==> config.mk <==
export PLATFORM = sky130hd
export DESIGN_NAME = sa_port_alloc_flat
export DESIGN_NICKNAME = d
export VERILOG_FILES = /design/src/rtl/sa_pkg.sv /design/src/rtl/sa_port_alloc_if.sv /design/src/rtl/sa_port_slice.sv /design/src/rtl/sa_port_alloc.sv /design/src/flat_wrapper.sv
export SDC_FILE = /design/constraint.sdc
export NUM_CORES = 1
export LEC_CHECK = 0
export ABC_AREA = 1
export CORE_AREA = 2 2 189 191
export DETAILED_ROUTE_END_ITERATION = 16
export DIE_AREA = 0 0 191 193
export GPL_TIMING_DRIVEN = 0
export PLACE_DENSITY = 0.64
export SKIP_LAST_GASP = 1
export SLEW_MARGIN = 0
export SYNTH_ARGS = -nofsm -noshare
export SYNTH_HDL_FRONTEND = slang
export SYNTH_SLANG_ARGS = --single-unit
==> constraint.sdc <==
create_clock -name clk -period 1.8 [get_ports clk]
set_input_delay 0.18 -clock clk [delete_from_list [all_inputs] [get_ports clk]]
set_output_delay 0.18 -clock clk [all_outputs]
set_load 0.02 [all_outputs]
==> src/rtl/sa_pkg.sv <==
// Shared types and index helpers for the switch-allocation output stage.
package sa_pkg;

    typedef enum logic [0:0] {
        StIdle,
        StLocked
    } port_state_e;

    // Owner/pointer width; a 1-bit floor keeps the vectors legal for tiny source counts.
    function automatic int unsigned ptr_width(input int unsigned num_src);
        return (num_src > 1) ? $clog2(num_src) : 1;
    endfunction

    function automatic int unsigned req_lo(input int unsigned port, input int unsigned num_src);
        return port * num_src;
    endfunction

    function automatic int unsigned data_lo(input int unsigned port, input int unsigned width);
        return port * width;
    endfunction

endpackage

==> src/rtl/sa_port_alloc_if.sv <==
// Flattened request/output buses of the port allocator.
interface sa_port_alloc_if #(
    parameter int unsigned NUM_OUT  = 5,
    parameter int unsigned NUM_SRC  = 2,
    parameter int unsigned DATASIZE = 30
);
    logic [NUM_OUT*NUM_SRC-1:0]          req_valid;
    logic [NUM_OUT*NUM_SRC*DATASIZE-1:0] req_data;
    logic [NUM_OUT*NUM_SRC-1:0]          req_ready;
    logic [NUM_OUT-1:0]                  out_full;
    logic [NUM_OUT-1:0]                  out_valid;
    logic [NUM_OUT*DATASIZE-1:0]         out_data;
    logic [NUM_OUT-1:0]                  out_locked;

    modport master (
        output req_valid, req_data, out_full,
        input  req_ready, out_valid, out_data, out_locked
    );

    modport slave (
        input  req_valid, req_data, out_full,
        output req_ready, out_valid, out_data, out_locked
    );

endinterface

==> src/rtl/sa_port_slice.sv <==
// One output port: round-robin pick with wormhole lock, IDLE/LOCKED FSM and output register.
module sa_port_slice
    import sa_pkg::*;
#(
    parameter int unsigned NUM_SRC  = 2,
    parameter int unsigned DATASIZE = 30,
    parameter int unsigned TAIL_BIT = DATASIZE - 1
) (
    input  logic                         clk,
    input  logic                         rst_n,
    input  logic [NUM_SRC-1:0]           req_valid,
    input  logic [NUM_SRC*DATASIZE-1:0]  req_data,
    output logic [NUM_SRC-1:0]           req_ready,
    input  logic                         out_full,
    output logic                         out_valid,
    output logic [DATASIZE-1:0]          out_data,
    output logic                         out_locked
);

    localparam int unsigned PW = ptr_width(NUM_SRC);
    localparam logic [PW-1:0] LAST = PW'(NUM_SRC - 1);

    port_state_e         state_q, state_d;
    logic [PW-1:0]       owner_q, owner_d;
    logic [PW-1:0]       ptr_q, ptr_d;
    logic                out_valid_q, out_valid_d;
    logic [DATASIZE-1:0] out_data_q, out_data_d;

    logic                found;
    logic [PW-1:0]       winner;
    logic [PW-1:0]       cand;
    logic [PW-1:0]       sel;
    logic                take;
    logic [DATASIZE-1:0] flit;

    // First requester at or above ptr, wrapping modulo NUM_SRC.
    always_comb begin
        found  = 1'b0;
        winner = '0;
        cand   = '0;
        for (int i = 0; i < int'(NUM_SRC); i++) begin
            cand = PW'((32'(ptr_q) + 32'(i)) % NUM_SRC);
            if (!found && req_valid[cand]) begin
                found  = 1'b1;
                winner = cand;
            end
        end
    end

    always_comb begin
        sel       = (state_q == StLocked) ? owner_q : winner;
        take      = !out_full && ((state_q == StLocked) ? req_valid[owner_q] : found);
        flit      = '0;
        req_ready = '0;
        for (int s = 0; s < int'(NUM_SRC); s++) begin
            if (PW'(s) == sel) begin
                flit = req_data[s*DATASIZE +: DATASIZE];
            end
        end
        if (take) begin
            req_ready[sel] = 1'b1;
        end
    end

    always_comb begin
        state_d     = state_q;
        owner_d     = owner_q;
        ptr_d       = ptr_q;
        out_valid_d = out_valid_q;
        out_data_d  = out_data_q;
        if (!out_full) begin
            out_valid_d = take;
            if (take) begin
                out_data_d = flit;
            end
            unique case (state_q)
                StIdle: begin
                    if (take) begin
                        ptr_d = (winner == LAST) ? '0 : winner + PW'(1);
                        if (!flit[TAIL_BIT]) begin
                            state_d = StLocked;
                            owner_d = winner;
                        end
                    end
                end
                StLocked: begin
                    if (take && flit[TAIL_BIT]) begin
                        state_d = StIdle;
                    end
                end
                default: state_d = StIdle;
            endcase
        end
    end

    always_ff @(posedge clk) begin
        if (!rst_n) begin
            state_q     <= StIdle;
            owner_q     <= '0;
            ptr_q       <= '0;
            out_valid_q <= 1'b0;
            out_data_q  <= '0;
        end else begin
            state_q     <= state_d;
            owner_q     <= owner_d;
            ptr_q       <= ptr_d;
            out_valid_q <= out_valid_d;
            out_data_q  <= out_data_d;
        end
    end

    assign out_valid  = out_valid_q;
    assign out_data   = out_data_q;
    assign out_locked = (state_q == StLocked);

endmodule

==> src/rtl/sa_port_alloc.sv <==
// Switch-allocation output stage: one independent allocator slice per output port.
module sa_port_alloc
    import sa_pkg::*;
#(
    parameter int unsigned NUM_OUT  = 5,
    parameter int unsigned NUM_SRC  = 2,
    parameter int unsigned DATASIZE = 30,
    parameter int unsigned TAIL_BIT = DATASIZE - 1
) (
    input  logic            clk,
    input  logic            rst_n,
    sa_port_alloc_if.slave  bus
);

    for (genvar o = 0; o < int'(NUM_OUT); o++) begin : g_port
        sa_port_slice #(
            .NUM_SRC  (NUM_SRC),
            .DATASIZE (DATASIZE),
            .TAIL_BIT (TAIL_BIT)
        ) u_slice (
            .clk        (clk),
            .rst_n      (rst_n),
            .req_valid  (bus.req_valid[req_lo(o, NUM_SRC) +: NUM_SRC]),
            .req_data   (bus.req_data[data_lo(req_lo(o, NUM_SRC), DATASIZE) +: NUM_SRC*DATASIZE]),
            .req_ready  (bus.req_ready[req_lo(o, NUM_SRC) +: NUM_SRC]),
            .out_full   (bus.out_full[o]),
            .out_valid  (bus.out_valid[o]),
            .out_data   (bus.out_data[data_lo(o, DATASIZE) +: DATASIZE]),
            .out_locked (bus.out_locked[o])
        );
    end

endmodule

==> src/flat_wrapper.sv <==
// flat-port wrapper written by rule: the top's interface ports become plain ports
module sa_port_alloc_flat import sa_pkg::*;
#(
    parameter int unsigned NUM_OUT  = 5,
    parameter int unsigned NUM_SRC  = 2,
    parameter int unsigned DATASIZE = 30,
    parameter int unsigned TAIL_BIT = DATASIZE - 1
)
  (clk, rst_n, bus_req_valid, bus_req_data, bus_out_full, bus_req_ready, bus_out_valid, bus_out_data, bus_out_locked);
  sa_port_alloc_if #(.NUM_OUT(NUM_OUT), .NUM_SRC(NUM_SRC), .DATASIZE(DATASIZE)) bus_i ();
  input  logic clk;
  input  logic rst_n;
  input wire logic [$bits(bus_i.req_valid)-1:0] bus_req_valid;
  input wire logic [$bits(bus_i.req_data)-1:0] bus_req_data;
  input wire logic [$bits(bus_i.out_full)-1:0] bus_out_full;
  output wire logic [$bits(bus_i.req_ready)-1:0] bus_req_ready;
  output wire logic [$bits(bus_i.out_valid)-1:0] bus_out_valid;
  output wire logic [$bits(bus_i.out_data)-1:0] bus_out_data;
  output wire logic [$bits(bus_i.out_locked)-1:0] bus_out_locked;
  assign bus_i.req_valid = bus_req_valid;
  assign bus_i.req_data = bus_req_data;
  assign bus_i.out_full = bus_out_full;
  assign bus_req_ready = bus_i.req_ready;
  assign bus_out_valid = bus_i.out_valid;
  assign bus_out_data = bus_i.out_data;
  assign bus_out_locked = bus_i.out_locked;
  sa_port_alloc #(.NUM_OUT(NUM_OUT), .NUM_SRC(NUM_SRC), .DATASIZE(DATASIZE), .TAIL_BIT(TAIL_BIT)) u_core (.clk(clk), .rst_n(rst_n), .bus(bus_i));
endmodule
==> reports/qor.log <==
INFO  clocking       clock_tree_root_buffer_cell=clkbuf_16
INFO  global_routing global_route.overflow_total=0
INFO  synth          yosys_reg_bits=170
INFO  clocking       tritoncts=done
INFO  cells_and_area final_layout_size_suffix_gt1_share=10.85%
INFO  routing        detailedRoute.firstIterationViolations=414
INFO  setup_path     critPathMaxFanout=6
INFO  timing         max_freq=557.3MHz
INFO  setup_path     worstSetupStartpointType=register
INFO  pwr            vdd_drop_max=0.6557mV
INFO  setup_path     biggest_cell_delay_along_the_critical_path=0.64ns
INFO  synth          synthesis.instances=1324
INFO  global_routing grtUsageTotal=19.00%
INFO  global_routing grt_max_degree=17
INFO  synth          ys_seq_area_share=40.72%
INFO  setup_path     cp_data_arrival_time=1.61ns
INFO  routing        route.detailed.drc=0
INFO  placement      detailedPlacementHpwl=28890um
INFO  floorplan      effective_utilization_at_floorplan=23.90%
INFO  hold_path      hp-class=in -> reg
INFO  cells_and_area layout-area-overhead-vs-synth=78.80%
INFO  floorplan      fp-row-count=69
INFO  routing        detailed_route_via_count=10577
INFO  timing         max-slew-margin-rel=43.98%
INFO  setup_path     regToRegSetupSlack=0.09ns
INFO  setup_path     worstPathBufferInverterCount=2
INFO  clocking       clk-insertion-delay-late=0.44ns
INFO  setup_path     timing.critical_path.max_delay_family=buffers and inverters
INFO  global_routing number_of_antenna_violations_at_the_first_check_in_global_routing=1
INFO  timing         finalSetupViolations=0
INFO  routing        postRouteWirelength=37170um
INFO  routing        drt_pass_1_iters=5
INFO  clocking       clk_path_buf_depth=2
INFO  routing        via_per_inst=4.518
INFO  setup_path     cp.required=1.62ns
INFO  timing         worst_slew_pin_slew=0.8402ns
INFO  clocking       number_of_buffers_created_by_cts=17
INFO  timing         fin_crit=1.794ns
INFO  placement      port_buffers=486
INFO  clocking       clk_pin_slew=0.07ns
INFO  floorplan      io-pin-count=487
INFO  floorplan      core_area=34960um^2
INFO  synth          postSynthNetCount=1641
INFO  timing         hold_viol=0
INFO  floorplan      die_h=193um
INFO  synth          synth_cell_types=22
INFO  cells_and_area utilization=42.74%
INFO  routing        routedWlPerCell=15.88um
INFO  run_status     run_status=complete, no violations
INFO  pwr            power.density=742.9nW/um^2
INFO  floorplan      dieWidth=191um
INFO  timing         setup_total_negative_slack=0ns
INFO  synth          syn_area=8358um^2
INFO  placement      routabilityCongestion=0.9038
INFO  synth          yosys_warnings=0
INFO  floorplan      die_area=36860um^2
INFO  pwr            power_leakage=6.380nW
INFO  timing         final.setup_skew=0.01146ns
INFO  timing         fin_crit_sh=99.68%
INFO  setup_path     cpMaxStageDelayCell=clkdlybuf4s50_1
INFO  synth          syn_area_per_cell=6.313um^2
INFO  cells_and_area insertedDiodeCount=0
INFO  job            maxCapViolCount=0
INFO  cells_and_area layout.filler_cells=3619
INFO  routing        ant_nets=0
INFO  clocking       cts_sinks=170
INFO  setup_path     timing.critical_path.to_type=output pin
INFO  setup_path     path_cells=buf_4 -> clkdlybuf4s50_1
INFO  global_routing first_pass_grt_wire_length=53950um
INFO  cells_and_area nNetsFinal=2184
INFO  timing         report.final.slew_viol_count=0
INFO  clocking       htreeDepth=4
INFO  timing         grt_setup_unrepaired=true
INFO  setup_path     classification_of_the_worst_setup_path=reg -> out
INFO  global_routing vias_in_the_first_global_route=10114
==> final cells by class <==
type,instances,area [um^2],area share (%)
Multi-Input combinational cell,1012,4472,29.92
Clock inverter,12,87.58,0.5861
Inverter,39,161.4,1.080
Clock buffer,20,466.7,3.123
Sequential cell,170,3422,22.90
Buffer,96,554.3,3.709
Tap cell,461,576.8,3.860
Timing Repair Buffer,531,5204,34.82
==> metal layers <==
metal	wire, um	global-route usage, %	part of all wire [%]	up-vias
met3	3277	6.226	8.8	52
met2	17850	33.46	48	381
met4	1212	8.527	3.3	0
met5	0	0	0	-
li1	-	-	-	5320
met1	14820	20.82	40	4824
==> Yosys cell counts (all sizes together) <==
master	number	area, um^2
nand3	162	820.8
nand4	1	6.260
inv	38	142.6
nand2	639	2411
clkbuf	43	161.4
buf	60	349.1
clkinv	1	3.750
nor2	20	75.07
dfxtp	170	3403
a21oi	174	885.9
o21ai	10	53.80
o211ai	5	37.54
nand3b	1	7.510
==> timing repair <==
action	CTS	global route
gates resized for setup	119	42
pin swaps	14	15
cloned	0	1
setup buffers	22	22
endpoints found under the setup margin	124	38
hold buffers	0	0
==> final timing paths <==
path	from	to	depth (start not counted)
min reg2reg	u_core.g_port[4].u_slice.out_valid	u_core.g_port[4].u_slice.out_valid	2
max reg2reg	register	u_core.g_port[4].u_slice.out_data[27]	11
min	bus_out_full[4]	u_core.g_port[4].u_slice.out_valid	3
max	register	bus_out_locked[4]	2
==> sequential cells by signal (all words and copies together) (netlist names), named ones only <==
signal	count
u_core.g_port.u_slice.ptr_q	5
u_core.g_port.u_slice.out_valid	5
u_core.g_port.u_slice.owner_q	5
u_core.g_port.u_slice.out_data	150
==> cells in the final DEF (no fill, tap or decap), types with 5 or more instances in the layout <==
cell type,count
nand2_2,8
o21ai_0,5
clkbuf_2,7
a21oi_1,165
buf_4,68
nor2_1,17
nand2_4,10
clkbuf_16,18
dfxtp_2,6
nand3_1,160
inv_6,5
clkdlybuf4s50_1,475
buf_6,9
a21oi_2,5
dfxtp_1,161
o211ai_1,5
nand2_1,620
inv_1,29
clkbuf_1,32
buf_2,30
==> through the flow <==
step / power [W] / area, um^2 / cells / worst slack [ns] / hold slack (ns)
final: 0.01110 / 14940 / 2341 / 0.005720 / 0.3304
after global routing: 0.01170 / 14940 / 2341 / -0.02273 / 0.3376
after CTS: 0.01115 / 14700 / 2322 / -0.1040 / 0.2997
after detailed placement: 0.007450 / 13800 / 2271 / -0.8693 / 0.4476
after global placement: 0.007426 / 13800 / 2271 / -0.8768 / 0.4410
after floorplan: 0.005763 / 8358 / 1324 / 0.2680 / 0.3184
==> cells by family after synthesis <==
group                  count (synthesis)  share of synthesized area (%)
DFF                                  170                          40.72
buffers and inverters                142                          7.859
and+or+nand+nor                      823                          39.73
AOI/OAI and AO/OA                    189                          11.69
==> power breakdown <==
| part | internal [W] | total [W] | switching, W |
|---|---|---|---|
| registers | 0.00404 | 0.00421 | 0.000167 |
| clock network | 0.00189 | 0.00353 | 0.00164 |
| logic | 0.00168 | 0.00337 | 0.00169 |
==> worst min-delay path, stage by stage <==
cell and delay [ns]:
clkdlybuf4s50_1 0.42, nand2_1 0.07, a21oi_1 0.05
No activity file was read; power rests on OpenSTA's default activity.
